**src/rtl/multi_timer_pkg.sv**
```systemverilog
// -----------------------------------------------------------------------------
// multi_timer_pkg
// Shared definitions for the multi-channel countdown timer.
//   chan_state_t : per-channel FSM state encoding
//                  (IDLE=0, RUN=1, PAUSE=2, EXPIRED=3)
//   ps_width()   : register width needed for a 0..p-1 prescaler counter
//                  (never less than one bit, so PRESCALE=1 stays legal)
// -----------------------------------------------------------------------------
package multi_timer_pkg;

   typedef enum logic [1:0] {
      ST_IDLE    = 2'd0,
      ST_RUN     = 2'd1,
      ST_PAUSE   = 2'd2,
      ST_EXPIRED = 2'd3
   } chan_state_t;

   function automatic int unsigned ps_width(input int unsigned p);
      return (p > 1) ? $clog2(p) : 1;
   endfunction

endpackage

```
**src/rtl/timer_channel.sv**
```systemverilog
// -----------------------------------------------------------------------------
// timer_channel
// One countdown channel: FSM, count register, reload register, mode latch and
// registered done/busy outputs. Advances only on cycles where tick is high.
// Ports:
//   clk, rst     : clock, asynchronous active-high reset
//   tick         : shared prescaler tick (one cycle wide)
//   load         : load strobe for this channel
//   load_val     : value to load (shared bus)
//   en           : run enable; low pauses the channel
//   clear        : abort to IDLE, highest priority
//   reload_mode  : 0 one-shot, 1 auto-reload; latched on load
//   count        : current count (registered)
//   done         : one-cycle expiry pulse (registered)
//   busy         : high while in RUN or PAUSE (registered)
// -----------------------------------------------------------------------------
module timer_channel
   import multi_timer_pkg::*;
#(
   parameter int unsigned WIDTH = 8
) (
   input  logic             clk,
   input  logic             rst,
   input  logic             tick,
   input  logic             load,
   input  logic [WIDTH-1:0] load_val,
   input  logic             en,
   input  logic             clear,
   input  logic             reload_mode,
   output logic [WIDTH-1:0] count,
   output logic             done,
   output logic             busy
);

   chan_state_t      state;
   logic [WIDTH-1:0] reload_val;
   logic             auto_reload;

   // Priority: clear > load > pause/resume > tick. busy is written alongside
   // every state change so it is a true register mirroring RUN/PAUSE.
   always_ff @(posedge clk or posedge rst) begin
      if (rst) begin
         state       <= ST_IDLE;
         count       <= '0;
         reload_val  <= '0;
         auto_reload <= 1'b0;
         done        <= 1'b0;
         busy        <= 1'b0;
      end else begin
         done <= 1'b0;
         if (clear) begin
            state <= ST_IDLE;
            count <= '0;
            busy  <= 1'b0;
         end else if (load) begin
            if (load_val != '0) begin
               count       <= load_val;
               reload_val  <= load_val;
               auto_reload <= reload_mode;
               state       <= en ? ST_RUN : ST_PAUSE;
               busy        <= 1'b1;
            end else begin
               count <= '0;
               state <= ST_IDLE;
               busy  <= 1'b0;
            end
         end else begin
            case (state)
               ST_RUN: begin
                  if (!en) begin
                     state <= ST_PAUSE;
                  end else if (tick) begin
                     if (count == WIDTH'(1)) begin
                        done <= 1'b1;
                        if (auto_reload) begin
                           count <= reload_val;
                        end else begin
                           count <= '0;
                           state <= ST_EXPIRED;
                           busy  <= 1'b0;
                        end
                     end else if (count != '0) begin
                        count <= count - WIDTH'(1);
                     end
                  end
               end
               ST_PAUSE: begin
                  if (en) begin
                     state <= ST_RUN;
                  end
               end
               default: begin
                  // IDLE and EXPIRED hold until load or clear
               end
            endcase
         end
      end
   end

endmodule

```
**src/rtl/multi_timer.sv**
```systemverilog
// -----------------------------------------------------------------------------
// multi_timer
// CHANNELS independent countdown timers sharing one free-running prescaler.
// Parameters:
//   WIDTH    : bits per channel count / load value
//   CHANNELS : number of channels (>=1)
//   PRESCALE : clk cycles per count tick (>=1)
// Ports:
//   clk, rst     : clock, asynchronous active-high reset
//   load         : per-channel load strobe
//   load_val     : shared load value
//   en           : per-channel run enable
//   clear        : per-channel abort to IDLE
//   reload_mode  : per-channel mode (0 one-shot, 1 auto-reload)
//   count        : channel i at [i*WIDTH +: WIDTH]
//   done         : per-channel one-cycle expiry pulse
//   busy         : per-channel RUN/PAUSE indicator
// -----------------------------------------------------------------------------
module multi_timer
   import multi_timer_pkg::*;
#(
   parameter int unsigned WIDTH    = 8,
   parameter int unsigned CHANNELS = 2,
   parameter int unsigned PRESCALE = 1
) (
   input  logic                      clk,
   input  logic                      rst,
   input  logic [CHANNELS-1:0]       load,
   input  logic [WIDTH-1:0]          load_val,
   input  logic [CHANNELS-1:0]       en,
   input  logic [CHANNELS-1:0]       clear,
   input  logic [CHANNELS-1:0]       reload_mode,
   output logic [CHANNELS*WIDTH-1:0] count,
   output logic [CHANNELS-1:0]       done,
   output logic [CHANNELS-1:0]       busy
);

   localparam int unsigned PW = ps_width(PRESCALE);

   logic [PW-1:0] ps_cnt;
   logic          tick;

   // With PRESCALE=1 the counter is stuck at 0 and tick is permanently high.
   always_comb begin
      tick = (ps_cnt == PW'(PRESCALE - 1));
   end

   always_ff @(posedge clk or posedge rst) begin
      if (rst) begin
         ps_cnt <= '0;
      end else if (tick) begin
         ps_cnt <= '0;
      end else begin
         ps_cnt <= ps_cnt + PW'(1);
      end
   end

   for (genvar i = 0; i < CHANNELS; i++) begin : g_chan
      timer_channel #(
         .WIDTH (WIDTH)
      ) u_chan (
         .clk         (clk),
         .rst         (rst),
         .tick        (tick),
         .load        (load[i]),
         .load_val    (load_val),
         .en          (en[i]),
         .clear       (clear[i]),
         .reload_mode (reload_mode[i]),
         .count       (count[i*WIDTH +: WIDTH]),
         .done        (done[i]),
         .busy        (busy[i])
      );
   end

endmodule

```
**config.mk**
```make
export PLATFORM = sky130hd
export DESIGN_NAME = multi_timer
export DESIGN_NICKNAME = d
export VERILOG_FILES = /design/src/rtl/multi_timer_pkg.sv /design/src/rtl/timer_channel.sv /design/src/rtl/multi_timer.sv
export SDC_FILE = /design/constraint.sdc
export NUM_CORES = 1
export LEC_CHECK = 0
export CORE_MARGIN = 2
export CORE_UTILIZATION = 56
export CTS_BUF_LIST = sky130_fd_sc_hd__clkbuf_8
export DETAILED_ROUTE_END_ITERATION = 16
export PLACE_DENSITY = 0.82
export REMOVE_ABC_BUFFERS = 1
export SETUP_SLACK_MARGIN = 0.05
export SLEW_MARGIN = 0
export SYNTH_ARGS = -nofsm -noshare
export SYNTH_HDL_FRONTEND = slang
export SYNTH_SLANG_ARGS = --single-unit
```
**constraint.sdc**
```tcl
create_clock -name clk -period 1.9 [get_ports clk]
set_input_delay 0.285 -clock clk [delete_from_list [all_inputs] [get_ports clk]]
set_output_delay 0.285 -clock clk [all_outputs]
set_load 0.005 [all_outputs]
```
# Word level (Yosys, flattened, before mapping)
# Index checks and enable logic that the tools add are counted.
dict set report op_classes {
  add_sub_neg 3
  n_eq_ne 18
  mux 65
  n_bitwise 2
  n_reduce_logical 21
}
# op count
set ops {}
lappend ops {{$mux 8} 17}
lappend ops {{$mux 2} 18}
lappend ops {{$mux 1} 28}
lappend ops {{$reduce_bool 8->1} 3}
lappend ops {{$ne 5x5->1 const B} 4}
lappend ops {{$reduce_and 5->1} 4}
lappend ops {{$reduce_bool 3->1} 6}
lappend ops {{$eq 8x1->1 const B} 2}
lappend ops {{$reduce_bool 4->1} 4}
lappend ops {{$sub 8x1->8 const B} 2}
lappend ops {{$ne 3x3->1 const B} 4}
lappend ops {{$ne 5x4->1 const B} 2}
lappend ops {{$ne 4x4->1 const B} 2}
lappend ops {{$pmux 2 s2} 2}
lappend ops {{$reduce_and 4->1} 2}
lappend ops {{$reduce_and 3->1} 2}
lappend ops {{$eq 2x1->1 const B} 2}
lappend ops {{$eq 2x2->1 const B} 2}
lappend ops {{$not 1->1} 2}
lappend ops {{$add 1x1->1 const B} 1}
dict set report word_totals {
  ff_bits 43
  inputBits 18
  output_inout_bits 20
  word_cells 122
}

# Depth between registers and ports, before layout
# Gate-level depths: netlist (run 1).
dict set report depth {
  ltp_word 8
  mapped_depth 8
  depth_no_buf 7
}

# Hierarchy
# A second synthesis (run 1) with hierarchy kept.
dict set report hier_totals {
  cells_unflattened 276
  hier_area_um2 2742.6
}
# module instances cells_each area_per_inst_um2
set by_module_without_submodules {}
lappend by_module_without_submodules {{timer_channel at g_chan[0].u_chan} 1 143 1410.1}
lappend by_module_without_submodules {{timer_channel at g_chan[1].u_chan} 1 132 1328.8}
lappend by_module_without_submodules {multi_timer 1 1 3.8}

# Worst setup path after synthesis (run 1)
# OpenSTA, ideal clock, no wires.
dict set report synth_timing {
  kind {register to register}
  start {reg g_chan[1].u_chan.count[1]}
  end {reg g_chan[1].u_chan.count[4]}
  setup_time_ns 0.065
  arrival_ns 1.730
  path_slack_ns 0.105
  path_stages_with_launch 8
  path_cell_list {dfrtp_1 -> inv_1 -> ha_1 -> nor4b_1 -> mux2i_1 -> a221oi_1 -> a2111oi_0 -> a21o_1}
}
dict set report synth_between {
  elab_chain_cells 8
}
# element line_no
set synth_rtl {}
lappend synth_rtl {{start, declared} timer_channel.sv:30} ;# output logic [WIDTH-1:0] count,
lappend synth_rtl {{start signal, assigned} timer_channel.sv:57} ;# count <= load_val;
lappend synth_rtl {{start signal, assigned} timer_channel.sv:76} ;# count <= reload_val;
lappend synth_rtl {{start signal, assigned} timer_channel.sv:83} ;# count <= count - WIDTH'(1);
lappend synth_rtl {{$sub 8x1->8} timer_channel.sv:83}
lappend synth_rtl {{$mux 8} timer_channel.sv:82} ;# end else if (count != '0) begin
lappend synth_rtl {{$mux 8} timer_channel.sv:73} ;# if (count == WIDTH'(1)) begin
lappend synth_rtl {{$mux 8} timer_channel.sv:72} ;# end else if (tick) begin
lappend synth_rtl {{$mux 8} timer_channel.sv:70} ;# if (!en) begin
lappend synth_rtl {{$mux 8} timer_channel.sv:68} ;# case (state)
lappend synth_rtl {{$mux 8} timer_channel.sv:55} ;# end else if (load) begin
lappend synth_rtl {{$mux 8} timer_channel.sv:51} ;# if (clear) begin
# Several ways; a longest one is shown, not always the timed one. The select of a mux whose other input is x is not followed.
# A chain may end at the register's enable or synchronous reset.

# Final worst setup path (run 1)
dict set report layout_timing {
  start {in load_val[7]}
  end {reg g_chan[1].u_chan.reload_val[2]}
}
dict set report layout_between {
  elab_chain_cells 2
}
# element line_no
set layout_rtl {}
lappend layout_rtl {{start, declared} multi_timer.sv:29} ;# input logic [WIDTH-1:0] load_val,
lappend layout_rtl {{$reduce_bool 8->1} timer_channel.sv:56} ;# if (load_val != '0) begin
lappend layout_rtl {{$reduce_and 3->1 (no source line)} --}
lappend layout_rtl {{end signal, assigned} timer_channel.sv:58} ;# reload_val <= load_val;
lappend layout_rtl {{end, declared} timer_channel.sv:36} ;# logic [WIDTH-1:0] reload_val;
# Every way passes these cells.

==> out/metrics.yaml, run 1 <==
run_status:
  outcome: "completed"
floorplanning:
  row_count: 24
  die-width_um: 72.1
  core-area_mm2: 0.00441
  start_util: 0.588
  io-pin-count: 38
  die_h_um: 72.1
  dieArea_mm2: 0.00520
grt:
  gr-total-overflow: 0
  grt_max_degree: 43
  track_usage: 0.284
  grt_pass1_vias: 2389
  antenna_found_initial: 0
  grt_pass1_wl_um: 11400
timing:
  relSlewSlack: 0.640
  fin_crit_sh: 0.942
  hold_ws_ns: 0.413
  finClkSkew_ns: 0.00987
  layout_setup_ws_ns: 0.111
  setup_viol: 0
  min_period_ns: 1.79
  fmax_ghz: 0.559
  slew_violations: 0
  rsz0062_at_grt: "yes"
  worstMarginPinSlew_ns: 0.540
  hold_viol_final: 0
synth:
  synth_cell_types: 59
  synthCells: 284
  yosysSeqAreaShare: 0.405
  syn_area_mm2: 0.00260
  syn_area_per_cell_um2: 9.14
  async_flop_share: 1.00
  ys_warn_count: 0
  ys_ff_latch: 42
  ys.flop_type: "dfrtp_1"
  synth_edf_count: 0
drt:
  dr_total_vias: 2554
  routed_wl_um: 7310
  drcViolationCount: 0
  wl_per_cell_um: 17.5
  antenna_left: 0
  dr.pass1.iters: 5
  first_iter_violations: 287
  vias_per_cell: 6.11
job:
  cap_violations: 0
setup_path:
  cp-start-kind: "input pin"
  worstSetupStartpoint: "load_val[7]"
  worstPathArrival_ns: 1.96
  critPathMaxFanout: 9
  max_stage_delay_ns: 0.47
  r2r_start: "g_chan[1].u_chan.count[0]$_DFFE_PP0P_"
  crit_type: "in2reg"
  slowest_stage: "clkdlybuf4s50_1"
  crit_top_cell: "nand2_1"
  end_kind: "register"
  cp_cell_sequence: "clkdlybuf4s50_1 > nor4_2 > nand2_1 > nand2_1 > nor2_4 > mux2_1"
  cp.required_ns: 2.07
clocking:
  clockRootBuffer: "clkbuf_8"
  clkTransAtPathRegs_ns: 0.08
  cts_tree: "built"
  cts_made_buffers: 5
  clock_latency_ns: 0.30
  clkSinkCount: 42
  h-tree-depth: 2
  clockBufferDepth: 2
cells_and_area:
  final_common_cell: "buf_4"
  final_cells: 418
  area_delta_synth_final_pct: 36.3
  drive_above_1_share: 0.251
  mostFrequentLayoutCells: "buf_4, dfrtp_1, nand2_1"
  seqCellArea_mm2: 0.00105
  multiInputGateArea_mm2: 0.00149
  nFillCells: 263
  finalInstanceArea_mm2: 0.00354
  antennaDiodeCount: 0
  nNetsFinal: 393
placement:
  place_congestion: 0.947
  place_area_mm2: 0.00329
  hpwl_um: 5140
  pre_cts_ws_ns: -0.205
  io_buffers: 37
  dp.cells: 404
power_and_ir_drop:
  p_per_area_mw_per_mm2: 724
  leakagePower_nw: 1.56
  peakVddDrop_uv: 621
min_path:
  hp-class: "in2async"
-- critical path, delay by kind of cell --
family | cells | cell delay, ns
muxes | 1 | 0.35
buffers and inverters | 1 | 0.47
and+or+nand+nor | 4 | 0.87
-- layer usage --
metal	vias up	wire, um	track usage
met5	-	0	0
met4	0	135	0.0901
met3	11	542	0.0444
met2	120	3320	0.432
met1	1233	3310	0.417
li1	1190	-	-
-- path summary, 6_finish.rpt --
path / cells after the start / slack, ns / end
hold reg to reg: 2 / 0.49 / g_chan[0].u_chan.reload_val[0]$_DFFE_PP0P_
setup / recovery: 6 / 0.11 / g_chan[1].u_chan.reload_val[2]$_DFFE_PP0P_
setup reg to reg: 7 / 0.12 / g_chan[1].u_chan.count[3]$_DFFE_PP0P_
hold / removal: 3 / 0.41 / g_chan[0].u_chan.reload_val[5]$_DFFE_PP0P_
min in group clk: 2 / 0.49 / g_chan[0].u_chan.reload_val[0]$_DFFE_PP0P_
max in group asynchronous: 3 / 1.09 / g_chan[1].u_chan.count[0]$_DFFE_PP0P_
-- cells by family after synthesis --
| kind of cell | Yosys count | synth area share |
|---|---|---|
| buf+inv | 34 | 0.0626 |
| mux | 14 | 0.0598 |
| fa+ha+maj | 10 | 0.0482 |
| compound gates | 76 | 0.207 |
| flops | 42 | 0.405 |
| xor+xnor | 4 | 0.0135 |
| simple gates | 104 | 0.204 |
-- final cells by class --
type                       count  area share
timing repair buffer          90       0.217
clock buffer                   6      0.0233
inverter                      18      0.0191
sequential                    42       0.297
clock inverter                 2     0.00248
multi-input combinational    208       0.422
tap                           52      0.0184
-- per-stage QoR --
stage	util	TNS, ns	power (mW)
finish	0.802	0	2.56
global route	0.802	0	2.68
CTS	0.767	0	2.48
detailed placement	0.745	-1.95	1.89
global placement	0.745	-1.03	1.87
floorplan	-	-0.158	1.50
-- where the power goes --
group	switching [mW]	leakage, nW	total [mW]	internal (mW)
registers	0.120	0.529	1.12	0.996
logic	0.413	0.977	0.851	0.438
clock network	0.307	0.0524	0.595	0.288
total	0.841	1.56	2.56	1.72
-- Yosys cell counts (3+ instances only) --
| master | number | area, um^2 |
|---|---|---|
| a21oi_1 | 13 | 65.1 |
| a221oi_1 | 3 | 26.3 |
| a22o_1 | 3 | 26.3 |
| a31oi_1 | 11 | 68.8 |
| and2_1 | 3 | 18.8 |
| buf_2 | 4 | 20.0 |
| buf_4 | 6 | 45.0 |
| clkbuf_1 | 5 | 18.8 |
| dfrtp_1 | 42 | 1050 |
| ha_1 | 10 | 125 |
| inv_1 | 17 | 63.8 |
| mux2_1 | 10 | 113 |
| nand2_1 | 40 | 150 |
| nand2b_1 | 3 | 18.8 |
| nand3_1 | 7 | 35.0 |
| nand4_1 | 4 | 25.0 |
| nor2_1 | 25 | 93.8 |
| nor3_1 | 3 | 15.0 |
| nor3_4 | 3 | 48.8 |
| nor4_1 | 4 | 25.0 |
| o211ai_1 | 3 | 22.5 |
| o21ai_0 | 13 | 65.1 |
| o31ai_1 | 5 | 37.5 |
| o41ai_1 | 4 | 35.0 |
-- repair_timing --
| item | in CTS | in global routing |
|---|---|---|
| hold buffers | 0 | 0 |
| setup buffers | 0 | 5 |
| resized for setup | 1 | 28 |
| hold endpoints to repair | 0 | 0 |
| endpoints found under the setup margin | 1 | 26 |
| gates cloned | 0 | 1 |
| pin swaps | 0 | 4 |
-- flip-flops by register name, indices dropped and copies added, names as in the netlist --
name and count:
g_chan.u_chan.count 16, g_chan.u_chan.reload_val 16, g_chan.u_chan.state 4, g_chan.u_chan.auto_reload 2, g_chan.u_chan.busy 2, g_chan.u_chan.done 2
No activity file was read; power rests on OpenSTA's default activity.
==> run 2, diff against run 1 <==
--- a/config.mk
+++ b/config.mk
@@ -5,6 +5,7 @@
 export SDC_FILE = /design/constraint.sdc
 export NUM_CORES = 1
 export LEC_CHECK = 0
+export ABC_CLOCK_PERIOD_IN_PS = 1900
 export CORE_MARGIN = 2
 export CORE_UTILIZATION = 56
 export CTS_BUF_LIST = sky130_fd_sc_hd__clkbuf_8
==> results of run 2 <==
Final layout, timing and power as in run 1 (identical DEF).
==> run 3, diff against run 2 <==
--- a/config.mk
+++ b/config.mk
@@ -10,6 +10,7 @@
 export CORE_UTILIZATION = 56
 export CTS_BUF_LIST = sky130_fd_sc_hd__clkbuf_8
 export DETAILED_ROUTE_END_ITERATION = 16
+export GPL_TIMING_DRIVEN = 0
 export PLACE_DENSITY = 0.82
 export REMOVE_ABC_BUFFERS = 1
 export SETUP_SLACK_MARGIN = 0.05
==> out/metrics.yaml, run 3 (synthesized netlist as in run 1, its figures left out) <==
drt:
  antenna_left: 0
  routed_wl_um: 7770
  wl_per_cell_um: 19.7
  vias_per_cell: 6.62
  drcViolationCount: 0
  dr.pass1.iters: 5
  first_iter_violations: 356
  dr_total_vias: 2614
cells_and_area:
  nNetsFinal: 371
  mostFrequentLayoutCells: "dfrtp_1, nand2_1, clkdlybuf4s50_1"
  finalInstanceArea_mm2: 0.00346
  finish.utilization: 0.784
  reg_top3: "g_chan.u_chan.count (16), g_chan.u_chan.reload_val (16), g_chan.u_chan.state (4)"
  drive_above_1_share: 0.230
  final_common_cell: "dfrtp_1"
  final_cells: 395
  area_delta_synth_final_pct: 33.3
  antennaDiodeCount: 0
setup_path:
  critPathMaxFanout: 8
  r2r_start: "g_chan[1].u_chan.count[1]$_DFFE_PP0P_"
  worstPathArrival_ns: 2.23
  cp_num_buf_inv: 1
  max_stage_delay_ns: 0.47
  regToRegEndpoint: "g_chan[1].u_chan.count[4]$_DFFE_PP0P_"
  cp-start-kind: "register"
  crit_type: "reg2reg"
  cp.required_ns: 2.14
  path_delay_family: "compound AO/OA/AOI/OAI gates"
  cp_cell_sequence: "inv_2 > ha_4 > nor4b_2 > mux2i_1 > a221oi_1 > a2111oi_1 > a21o_1"
  slowest_stage: "a2111oi_1"
  r2r_slack_ns: -0.09
  end_kind: "register"
  worstRegToRegCells: 7
timing:
  min_period_ns: 1.99
  layout_setup_ws_ns: -0.0904
  hold_viol_final: 0
  finClkSkew_ns: 0.00709
  rsz0062_at_grt: "yes"
  fin_crit_sh: 1.05
  slew_violations: 0
  fmax_ghz: 0.502
  setup_viol: 1
  worstMarginPinSlew_ns: 0.873
  fin_setup_tns_ns: -0.0904
  hold_ws_ns: 0.371
  relSlewSlack: 0.417
floorplanning:
  start_util: 0.588
  io-pin-count: 38
  die_h_um: 72.1
  die-width_um: 72.1
  row_count: 24
  core-area_mm2: 0.00441
  dieArea_mm2: 0.00520
placement:
  pre_cts_ws_ns: -0.682
  place_area_mm2: 0.00294
  dp.cells: 357
  hpwl_um: 4340
  place_congestion: 0.862
  io_buffers: 37
power_and_ir_drop:
  peakVddDrop_uv: 529
  leakagePower_nw: 1.49
  p_per_area_mw_per_mm2: 733
  p_total_mw: 2.53
clocking:
  clkTransAtPathRegs_ns: 0.08
  clock_latency_ns: 0.30
  clockBufferDepth: 2
  cts_made_buffers: 5
  clkSinkCount: 42
  h-tree-depth: 2
  clockRootBuffer: "clkbuf_8"
  cts_tree: "built"
min_path:
  hp-class: "in2reg"
  hold_depth: 3
  hold_end: "g_chan[0].u_chan.reload_val[6]$_DFFE_PP0P_"
  holdCritStartpoint: "load_val[6]"
grt:
  grt_max_degree: 43
  antenna_found_initial: 0
  gr-total-overflow: 0
  grt_pass1_vias: 2153
  track_usage: 0.255
  grt_pass1_wl_um: 10300
run_status:
  violations: "negative setup slack"
  outcome: "finished with violations"
job:
  cap_violations: 0
[run 3: cell count changes in the layout (fill, tap and decap cells not counted), moves of 4 or more]
| cell | previous run | this run |
|---|---|---|
| dfrtp_2 | 1 | 5 |
| clkdlybuf4s50_1 | 37 | 31 |
| buf_4 | 51 | 26 |
| dfrtp_1 | 41 | 37 |
[run 3: worst max-delay path by stage]
stage,start,endpoint,cells past startpoint
global route,g_chan[1].u_chan.count[1]$_DFFE_PP0P_,g_chan[1].u_chan.count[4]$_DFFE_PP0P_,7
floorplan,g_chan[0].u_chan.count[1]$_DFFE_PP0P_,g_chan[0].u_chan.state[0]$_DFFE_PP0P_,6
CTS,g_chan[1].u_chan.count[1]$_DFFE_PP0P_,g_chan[1].u_chan.count[1]$_DFFE_PP0P_,8
global placement,load[0],g_chan[0].u_chan.auto_reload$_DFFE_PP0P_,5
detailed placement,load[0],g_chan[0].u_chan.auto_reload$_DFFE_PP0P_,5
finish,g_chan[1].u_chan.count[1]$_DFFE_PP0P_,g_chan[1].u_chan.count[4]$_DFFE_PP0P_,7
[run 3: worst register-to-register path, cell delays in order (launching register included)]
cell       delay, ns
dfrtp_1         0.40
inv_2           0.14
ha_4            0.20
nor4b_2         0.26
mux2i_1         0.21
a221oi_1        0.12
a2111oi_1       0.47
a21o_1          0.14
[run 3: timing repair]
item	CTS	global route
pin swaps	2	17
endpoints found under the setup margin	40	30
resized for setup	23	36
hold buffers	0	0
setup buffers	8	22
gates cloned	0	1
[run 3: routing by layer]
metal | GRT usage | wire length [um] | up-vias
met1 | 0.367 | 3200 | 1264
met2 | 0.383 | 3580 | 158
met5 | 0 | 0 | -
li1 | - | - | 1149
met3 | 0.0556 | 616 | 43
met4 | 0.0881 | 371 | 0
[run 3: area by class of cell]
| type | count | area [um^2] |
|---|---|---|
| Multi-Input combinational cell | 209 | 1580 |
| Inverter | 18 | 70.1 |
| Fill cell | 259 | 955 |
| Timing Repair Buffer | 67 | 614 |
| Sequential cell | 42 | 1060 |
| Clock buffer | 5 | 68.8 |
| Tap cell | 52 | 65.1 |
| Clock inverter | 2 | 7.51 |
[run 3: report_power, final]
| part | total (mW) | switching, mW | internal, mW |
|---|---|---|---|
| combinational | 0.843 | 0.422 | 0.421 |
| clock | 0.545 | 0.303 | 0.243 |
| sequential | 1.15 | 0.148 | 0.997 |
| total | 2.53 | 0.873 | 1.66 |
